===== config.mk =====
export PLATFORM = sky130hd
export DESIGN_NAME = uart_rx_fifo
export DESIGN_NICKNAME = d
export VERILOG_FILES = /design/src/rtl/uart_rx_fifo_pkg.sv /design/src/rtl/fifo.sv /design/src/rtl/uart_receiver.sv /design/src/rtl/uart_rx_fifo.sv
export SDC_FILE = /design/constraint.sdc
export NUM_CORES = 1
export LEC_CHECK = 0
export CORE_AREA = 3 3 111 113
export DETAILED_ROUTE_END_ITERATION = 7
export DIE_AREA = 0 0 114 116
export HOLD_SLACK_MARGIN = 0.15
export PLACE_DENSITY = 0.88
export REMOVE_ABC_BUFFERS = 1
export SETUP_SLACK_MARGIN = 0.05
export SYNTH_ARGS = -nofsm -noshare
export SYNTH_HDL_FRONTEND = slang
export SYNTH_SLANG_ARGS = --single-unit

===== constraint.sdc =====
create_clock -name clk -period 3 [get_ports clk]
set_input_delay 0.9 -clock clk [delete_from_list [all_inputs] [get_ports clk]]
set_output_delay 0.9 -clock clk [all_outputs]
set_load 0.01 [all_outputs]

===== src/rtl/uart_rx_fifo_pkg.sv =====
// Shared types for the UART receive path.
package uart_rx_fifo_pkg;

  typedef enum logic [1:0] {
    IDLE  = 2'd0,
    START = 2'd1,
    DATA  = 2'd2,
    STOP  = 2'd3
  } rx_state_e;

endpackage


===== src/rtl/fifo.sv =====
// Synchronous FIFO, first-word fall-through, registered full/empty flags.
module fifo #(
  parameter int B = 8,
  parameter int W = 4
) (
  input  logic         clk,
  input  logic         reset,
  input  logic         rd,
  input  logic         wr,
  input  logic [B-1:0] w_data,
  output logic [B-1:0] r_data,
  output logic         empty,
  output logic         full
);

  logic [B-1:0] mem_q [2**W];
  logic [W-1:0] w_q, w_d, r_q, r_d;
  logic [W-1:0] w_succ, r_succ;
  logic         full_q, full_d, empty_q, empty_d;
  logic         do_rd, do_wr;

  // A read on an empty FIFO is dropped; a write while full only lands if the head pops.
  assign do_rd  = rd & ~empty_q;
  assign do_wr  = wr & (~full_q | do_rd);
  assign w_succ = w_q + W'(1);
  assign r_succ = r_q + W'(1);

  always_comb begin
    w_d     = w_q;
    r_d     = r_q;
    full_d  = full_q;
    empty_d = empty_q;
    if (do_wr) w_d = w_succ;
    if (do_rd) r_d = r_succ;
    if (do_wr && !do_rd) begin
      empty_d = 1'b0;
      full_d  = (w_succ == r_q);
    end else if (do_rd && !do_wr) begin
      full_d  = 1'b0;
      empty_d = (r_succ == w_q);
    end
  end

  always_ff @(posedge clk or posedge reset) begin
    if (reset) begin
      w_q     <= '0;
      r_q     <= '0;
      full_q  <= 1'b0;
      empty_q <= 1'b1;
    end else begin
      w_q     <= w_d;
      r_q     <= r_d;
      full_q  <= full_d;
      empty_q <= empty_d;
    end
  end

  always_ff @(posedge clk) begin
    if (do_wr) mem_q[w_q] <= w_data;
  end

  assign r_data = mem_q[r_q];
  assign empty  = empty_q;
  assign full   = full_q;

endmodule


===== src/rtl/uart_receiver.sv =====
// UART deserializer: line synchronizer, mid-bit sampling FSM and shift register.
module uart_receiver
  import uart_rx_fifo_pkg::*;
#(
  parameter int P     = 0,
  parameter int s     = 1,
  parameter int TIMER = 434
) (
  input  logic         clk,
  input  logic         reset,
  input  logic         rdi,
  output logic [7+P:0] rx_data,
  output logic         rx_done,
  output logic         frame_err
);

  localparam int NB = 8 + P;
  localparam int CW = $clog2(TIMER);
  localparam logic [CW-1:0] HALF_M1   = CW'(TIMER / 2 - 1);
  localparam logic [CW-1:0] FULL_M1   = CW'(TIMER - 1);
  localparam logic [3:0]    LAST_BIT  = 4'(NB - 1);
  localparam logic          LAST_STOP = 1'(s - 1);

  rx_state_e       state_q, state_d;
  logic [CW-1:0]   cnt_q, cnt_d;
  logic [3:0]      bit_q, bit_d;
  logic            stop_q, stop_d;
  logic [NB-1:0]   data_q, data_d;
  logic            sync1_q, sync2_q, prev_q;
  logic            ferr_q, ferr_d;
  logic            fall;

  assign fall = prev_q & ~sync2_q;

  always_ff @(posedge clk or posedge reset) begin
    if (reset) begin
      sync1_q <= 1'b1;
      sync2_q <= 1'b1;
      prev_q  <= 1'b1;
    end else begin
      sync1_q <= rdi;
      sync2_q <= sync1_q;
      prev_q  <= sync2_q;
    end
  end

  always_comb begin
    state_d = state_q;
    cnt_d   = cnt_q + CW'(1);
    bit_d   = bit_q;
    stop_d  = stop_q;
    data_d  = data_q;
    ferr_d  = 1'b0;
    rx_done = 1'b0;
    case (state_q)
      IDLE: begin
        cnt_d = '0;
        if (fall) state_d = START;
      end
      START: begin
        if (cnt_q == HALF_M1) begin
          cnt_d = '0;
          bit_d = '0;
          state_d = sync2_q ? IDLE : DATA;
        end
      end
      DATA: begin
        // Right-shift fill leaves the first (LSB) bit at position 0 after NB samples.
        if (cnt_q == FULL_M1) begin
          cnt_d  = '0;
          data_d = {sync2_q, data_q[NB-1:1]};
          if (bit_q == LAST_BIT) begin
            stop_d  = 1'b0;
            state_d = STOP;
          end else begin
            bit_d = bit_q + 4'd1;
          end
        end
      end
      STOP: begin
        if (cnt_q == FULL_M1) begin
          cnt_d = '0;
          if (!sync2_q) begin
            ferr_d  = 1'b1;
            state_d = IDLE;
          end else if (stop_q == LAST_STOP) begin
            rx_done = 1'b1;
            state_d = IDLE;
          end else begin
            stop_d = 1'b1;
          end
        end
      end
      default: state_d = IDLE;
    endcase
  end

  always_ff @(posedge clk or posedge reset) begin
    if (reset) begin
      state_q <= IDLE;
      cnt_q   <= '0;
      bit_q   <= '0;
      stop_q  <= 1'b0;
      data_q  <= '0;
      ferr_q  <= 1'b0;
    end else begin
      state_q <= state_d;
      cnt_q   <= cnt_d;
      bit_q   <= bit_d;
      stop_q  <= stop_d;
      data_q  <= data_d;
      ferr_q  <= ferr_d;
    end
  end

  assign rx_data   = data_q;
  assign frame_err = ferr_q;

endmodule


===== src/rtl/uart_rx_fifo.sv =====
// UART receiver feeding a host-drained FIFO, with overrun detection.
module uart_rx_fifo #(
  parameter int P     = 0,
  parameter int W     = 4,
  parameter int s     = 1,
  parameter int TIMER = 434
) (
  input  logic         clk,
  input  logic         reset,
  input  logic         rdi,
  input  logic         rd,
  output logic [7+P:0] r_data,
  output logic         empty,
  output logic         full,
  output logic         rx_tick,
  output logic         frame_err,
  output logic         overrun
);

  logic [7+P:0] rx_data;
  logic         rx_done, push;
  logic         rx_tick_q, overrun_q;

  uart_receiver #(
    .P    (P),
    .s    (s),
    .TIMER(TIMER)
  ) u_rx (
    .clk      (clk),
    .reset    (reset),
    .rdi      (rdi),
    .rx_data  (rx_data),
    .rx_done  (rx_done),
    .frame_err(frame_err)
  );

  // A full FIFO still accepts the word if the host pops the head on the same edge.
  assign push = rx_done & (~full | rd);

  always_ff @(posedge clk or posedge reset) begin
    if (reset) begin
      rx_tick_q <= 1'b0;
      overrun_q <= 1'b0;
    end else begin
      rx_tick_q <= push;
      overrun_q <= rx_done & full & ~rd;
    end
  end

  fifo #(
    .B(8 + P),
    .W(W)
  ) u_fifo (
    .clk   (clk),
    .reset (reset),
    .rd    (rd),
    .wr    (push),
    .w_data(rx_data),
    .r_data(r_data),
    .empty (empty),
    .full  (full)
  );

  assign rx_tick = rx_tick_q;
  assign overrun = overrun_q;

endmodule


* After elaboration in Yosys (flattened, before gate mapping)
Memories as Yosys holds them, arrays and structs flattened.
Index checks and enable logic that the tools add are counted.
** Storage, ports and cells
- Register bits :: 40
- Word-level logic and storage cells :: 96
- Memory bits (writable) :: 128
- Memories kept :: 1
** Memory list
- u_fifo.mem_q :: depth 16, width 8, read ports 1, clocked after Yosys merged registers in 0, wr ports 1, line fifo.sv:16 : logic [B-1:0] mem_q [2**W];
** Cells by class
- Add/subtract/negate cells :: 4
- Bitwise operators :: 12
- Reductions and logical operators :: 13
- Equality and inequality tests :: 16
- Muxes and demuxes :: 35
** Operators with widths (number)
- $pmux W9 S3 :: 1
- $mux W1 :: 18
- $mux W9 :: 2
- $mux W2 :: 8
- $add A4 B1 Y4 const B :: 3
- $mux W4 :: 3
- $ne A2 B1 Y1 const B :: 6
- $add A9 B1 Y9 const B :: 1
- $eq A9 B8 Y1 const B :: 1
- $eq A9 B9 Y1 const B :: 1
- $eq A4 B4 Y1 :: 2
- $pmux W2 S4 :: 1
- $pmux W4 S2 :: 1
- $and A1 B1 Y1 :: 6
- $reduce_and A6 Y1 :: 1
- $reduce_bool A2 Y1 :: 3
- $reduce_and A5 Y1 :: 1
- $eq A2 B2 Y1 const B :: 2
- $eq A4 B3 Y1 const B :: 1
- $not A1 Y1 :: 4
- $reduce_and A4 Y1 :: 1
- $ne A3 B3 Y1 const B :: 1
- $eq A2 B1 Y1 const B :: 1
- $logic_and A1 B1 Y1 :: 2
- other kinds (7) :: 9

* Longest topological paths before layout
- Word-level depth :: 10
- Depth in mapped cells :: 11
- Gate-level depth less buffers :: 10

* By module
A second synthesis with hierarchy kept.
** Unflattened totals
- Cells, all modules :: 384
- Area total of the unflattened synthesis :: 6962.9 um^2
** By module, submodules not included
- fifo :: sequential area each 4095.2 um^2, cells each 274, area an instance 5642.9 um^2, times used 1
- uart_receiver :: sequential area each 679.4 um^2, cells each 104, area an instance 1248.7 um^2, times used 1
- uart_rx_fifo :: sequential area each 50.0 um^2, cells each 6, area an instance 71.3 um^2, times used 1

* Worst setup path before layout
OpenSTA, ideal clock, no wires.
- Path kind :: input to register
- Start point :: input rd
- End point :: memory u_fifo.mem_q[3][0], enable pin
- Stages :: 5
- Library setup time :: 0.398 ns
- Slack :: 0.062 ns
- Required time :: 2.602 ns
- Data arrival time :: 2.540 ns
- Cell sequence :: nand2b_1 clkbuf_1 a211o_1 buf_2 nor4b_1
** On the way
- Cells in the longest elaborated chain, start to end :: 5
** Ends and longest elaborated chain
- start: declaration :: line uart_rx_fifo.sv:11 : input logic rd,
- $or A1 B1 Y1 or $and A1 B1 Y1 (tied branches) :: line uart_rx_fifo.sv:38, fifo.sv:23
- $and A1 B1 Y1 or $or A1 B1 Y1 (tied branches) :: line uart_rx_fifo.sv:38, fifo.sv:24
- $and A1 B1 Y1 * :: line fifo.sv:24 : assign do_wr = wr & (~full_q | do_rd);
- $mux W1 * :: line fifo.sv:59 : if (do_wr) mem_q[w_q] <= w_data;
- $mux W1 (not written as such) * :: line fifo.sv:59
- end: declaration :: line fifo.sv:16
Every way passes the cells marked *; elsewhere a longest branch is shown, timed or not.

* Worst setup path in the final report
- Start point :: register u_fifo.r_q[0]
- End point :: output r_data[2]
** On the way
- Cells in the longest elaborated chain, start to end :: 1
** Ends and longest elaborated chain
- start: declaration :: line fifo.sv:17 : logic [W-1:0] w_q, w_d, r_q, r_d;
- start signal: assignment :: line fifo.sv:52 : r_q <= r_d;
- $mem_v2 Z16 W8
- end: declaration :: line uart_rx_fifo.sv:12 : output logic [7+P:0] r_data,
No other way between the ends.

==> run metrics <==
P_leak=2.97 nW; Post-synth EDFFs=128; Worst Tran Pin Value=~0.91 ns; Final WS setup=approximately 0.034 ns; Worst Hold End=u_rx.sync2_q; Cells after Synth=394; Post-Syn Area=0.00688 mm²; CP max-delay cell=mux4_2; crit path launch type=register; die area=around 0.013 mm²; Min-Delay Path Depth=0; # hold bufs at CTS=0; Hold Path Origin=u_rx.sync1_q; total power=0.00630 W; most common cell in the synthesized netlist=edfxtp_1; capture point of the worst reg-to-reg path=u_fifo.mem_q[1][5]; Post-DP HPWL=8.51 mm; fillers=about 680; IO buf count=16; Setup violations, final=0; final slew viol count=0; initial core utilization=60.3%; most area-hungry cell type in the Yosys netlist=edfxtp_1; RR Startpoint=u_rx.cnt_q[1]; vias in the first global route=4136; # rows=39; Max Clk Rate=0.337 GHz; pre-CTS setup slack=0.0123 ns; TNS Setup=0 ns; Max-slew headroom=roughly two fifths; clock sinks=167; Final min period=2.97 ns; total track usage=24.8%; largest net degree at the start of global routing=37; H-tree levels=4; post-route antenna net violation count=0; Buffers & Inverters on Critical Path=3; unrepaired setup endpoints after global routing=yes; met2 Track Usage GR=42.5%; final hold violation count=0; core box area=around 0.011 mm²; maxcap violations=0; power per cell area=774 mW/mm²; CTS tree=done; hold crit path type=reg -> reg; clk buf depth=2; r2r setup slk=0.55 ns; final clock skew=0.00850 ns; vias=3852; cell family contributing the most delay on the critical path=multiplexers; met1 Track Usage GR=roughly a third; Detailed Route WL=approximately 15 mm; crit-path cells=buf_6, buf_12, mux4_2, a22oi_2, nand2_1, buf_2; Register Area=0.00483 mm²; Ys Warns=0; Setup CP Type=reg -> out; register area share after synthesis=a little over two thirds; CP max stage delay=~0.51 ns; crit-path max FO=6; gr ovfl total=0; maximum VDD drop=approximately 0.49 mV; most used routing layer=met2; antenna violations before repair=0; TritonCTS Buffers=17; first-pass GRT wire length=23.7 mm; Worst-Skew Late Latency=0.42 ns; Final nets=~460; R2R depth=8; CTS root buf=clkbuf_16; Ant. Diodes=0; most common flop cell mapped by yosys=edfxtp_1; wire per inst=25.1 µm; share of cells above drive strength 1=around a third; grt met3 use=5.69%; Final period util=98.9%; Routability Congestion=0.795; die width=114 µm; CP Capture Type=output pin; violation count after the first detailed-route iteration=349; ys async rst share=about a quarter; area grow syn2layout=18.3%; flops & latches, synth=167; # IOs=17; CP Data Required Time=around 2.1 ns; Synth top area share=55.9%; synth unique cells=44; CTS clk-pin slew, worst paths=0.06 ns; Worst Path Arrival=2.07 ns; outcome=complete, no violations; DRC violation count after routing=0; router iterations before antenna repair=4; ranking of synthesized cells by area=edfxtp_1 56%, dfrtp_1 13%, mux4_2 10%; Die Height=approximately 120 µm; multi-input gate area in the final layout=0.00203 mm²; Mean Syn Cell Area=17.5 µm²; top cells by count, synth=128 x edfxtp_1, 35 x dfrtp_1, 32 x mux4_2; Vias/cell=6.42
cell usage in the layout (no fill, tap or decap), types with 2 or more instances in the layout:
master,instances
nor4b_1,4
nand2_2,2
inv_6,6
clkbuf_16,17
mux4_2,32
clkinv_4,2
mux2_2,9
nor2b_1,4
a211o_1,2
edfxtp_1,128
nand2_1,19
buf_16,2
o21ai_0,4
dfrtp_1,34
clkdlybuf4s50_1,8
bufinv_16,2
buf_6,6
nand4_1,5
xor2_1,11
clkbuf_1,2
inv_1,8
a22oi_1,2
buf_12,3
buf_4,25
dfstp_2,4
and2_1,3
and3_1,2
and4b_1,6
buf_2,7
xnor2_1,12
and4bb_2,2
a22oi_2,16
ha_1,10
inv_8,2
nand3_1,14
nor3_1,5
nand2b_1,2
nor2_1,17
metal layers:
| metal | vias to the layer above | part of all wire (%) |
|---|---|---|
| met4 | 0 | 2.4 |
| met5 | - | 0 |
| met3 | 25 | 5.8 |
| li1 | 1640 | - |
| met1 | 2018 | 39 |
| met2 | 169 | 53 |
through the flow:
step	util, %	cell area [µm²]	cells	hold WS, ns
6_report	71.3	8140	600	0.357
4_1_cts	71.3	8140	600	0.357
5_1_grt	71.3	8140	600	0.368
3_3_place_gp	64.4	7360	559	0.348
3_5_place_dp	64.4	7360	559	0.350
2_1_floorplan	-	6800	374	0.345
worst max path at each step:
stage,cells past startpoint,endpoint,slack [ns],from
after floorplan,3,r_data[0],-0.30,u_fifo.r_q[0]
after global placement,5,r_data[3],0.06,u_fifo.r_q[0]
after detailed placement,5,r_data[3],0.01,u_fifo.r_q[0]
after CTS,7,r_data[3],-0.002,u_fifo.r_q[0]
after global routing,6,r_data[7],-0.02,u_fifo.r_q[0]
final,6,r_data[2],0.03,u_fifo.r_q[0]
kinds of logic (layout without fill, tap and decap cells):
| logic type | Yosys count | count (layout) | synth area share, % |
|---|---|---|---|
| AO/OA/AOI/OAI | 28 | 28 | 3.07 |
| XOR/XNOR | 23 | 23 | 2.93 |
| adder cells (fa/ha/maj) | 10 | 10 | 1.82 |
| buffers and inverters | 28 | 91 | 1.69 |
| flip-flops | 167 | 167 | 70.1 |
| multiplexers | 41 | 41 | 11.9 |
| AND/OR/NAND/NOR | 97 | 97 | 8.44 |
report_power, final:
group	total [W]	switching, W	internal (W)	leakage, nW
clock network	0.00220	0.000942	0.00126	0.288
logic	0.00152	0.000758	0.000764	0.935
registers	0.00258	0.0000678	0.00251	1.74
total	0.00630	0.00177	0.00453	2.97
registers in the layout, indices dropped and copies added, names as in the netlist, 4 cells and up, named ones only:
signal,cells
u_rx.cnt_q,9
u_rx.bit_q,4
u_fifo.mem_q,128
u_rx.rx_data,8
u_fifo.r_q,4
u_fifo.w_q,4
layout make-up:
cell class	count	share of cell area [%]
clock buffers	19	5.32
clock inverters	13	1.97
inverters	8	0.369
multi-input cells	199	24.9
flip-flops and latches	167	59.3
well taps	143	2.20
repair buffers	51	5.96
repair_timing:
action	in CTS	in global routing
resized for setup	55	5
endpoints found under the hold margin	0	0
setup endpoints to repair	8	8
gates cloned	3	0
buffers inserted	7	1
pin swaps	14	11
Power figures use the tool's default switching activity.
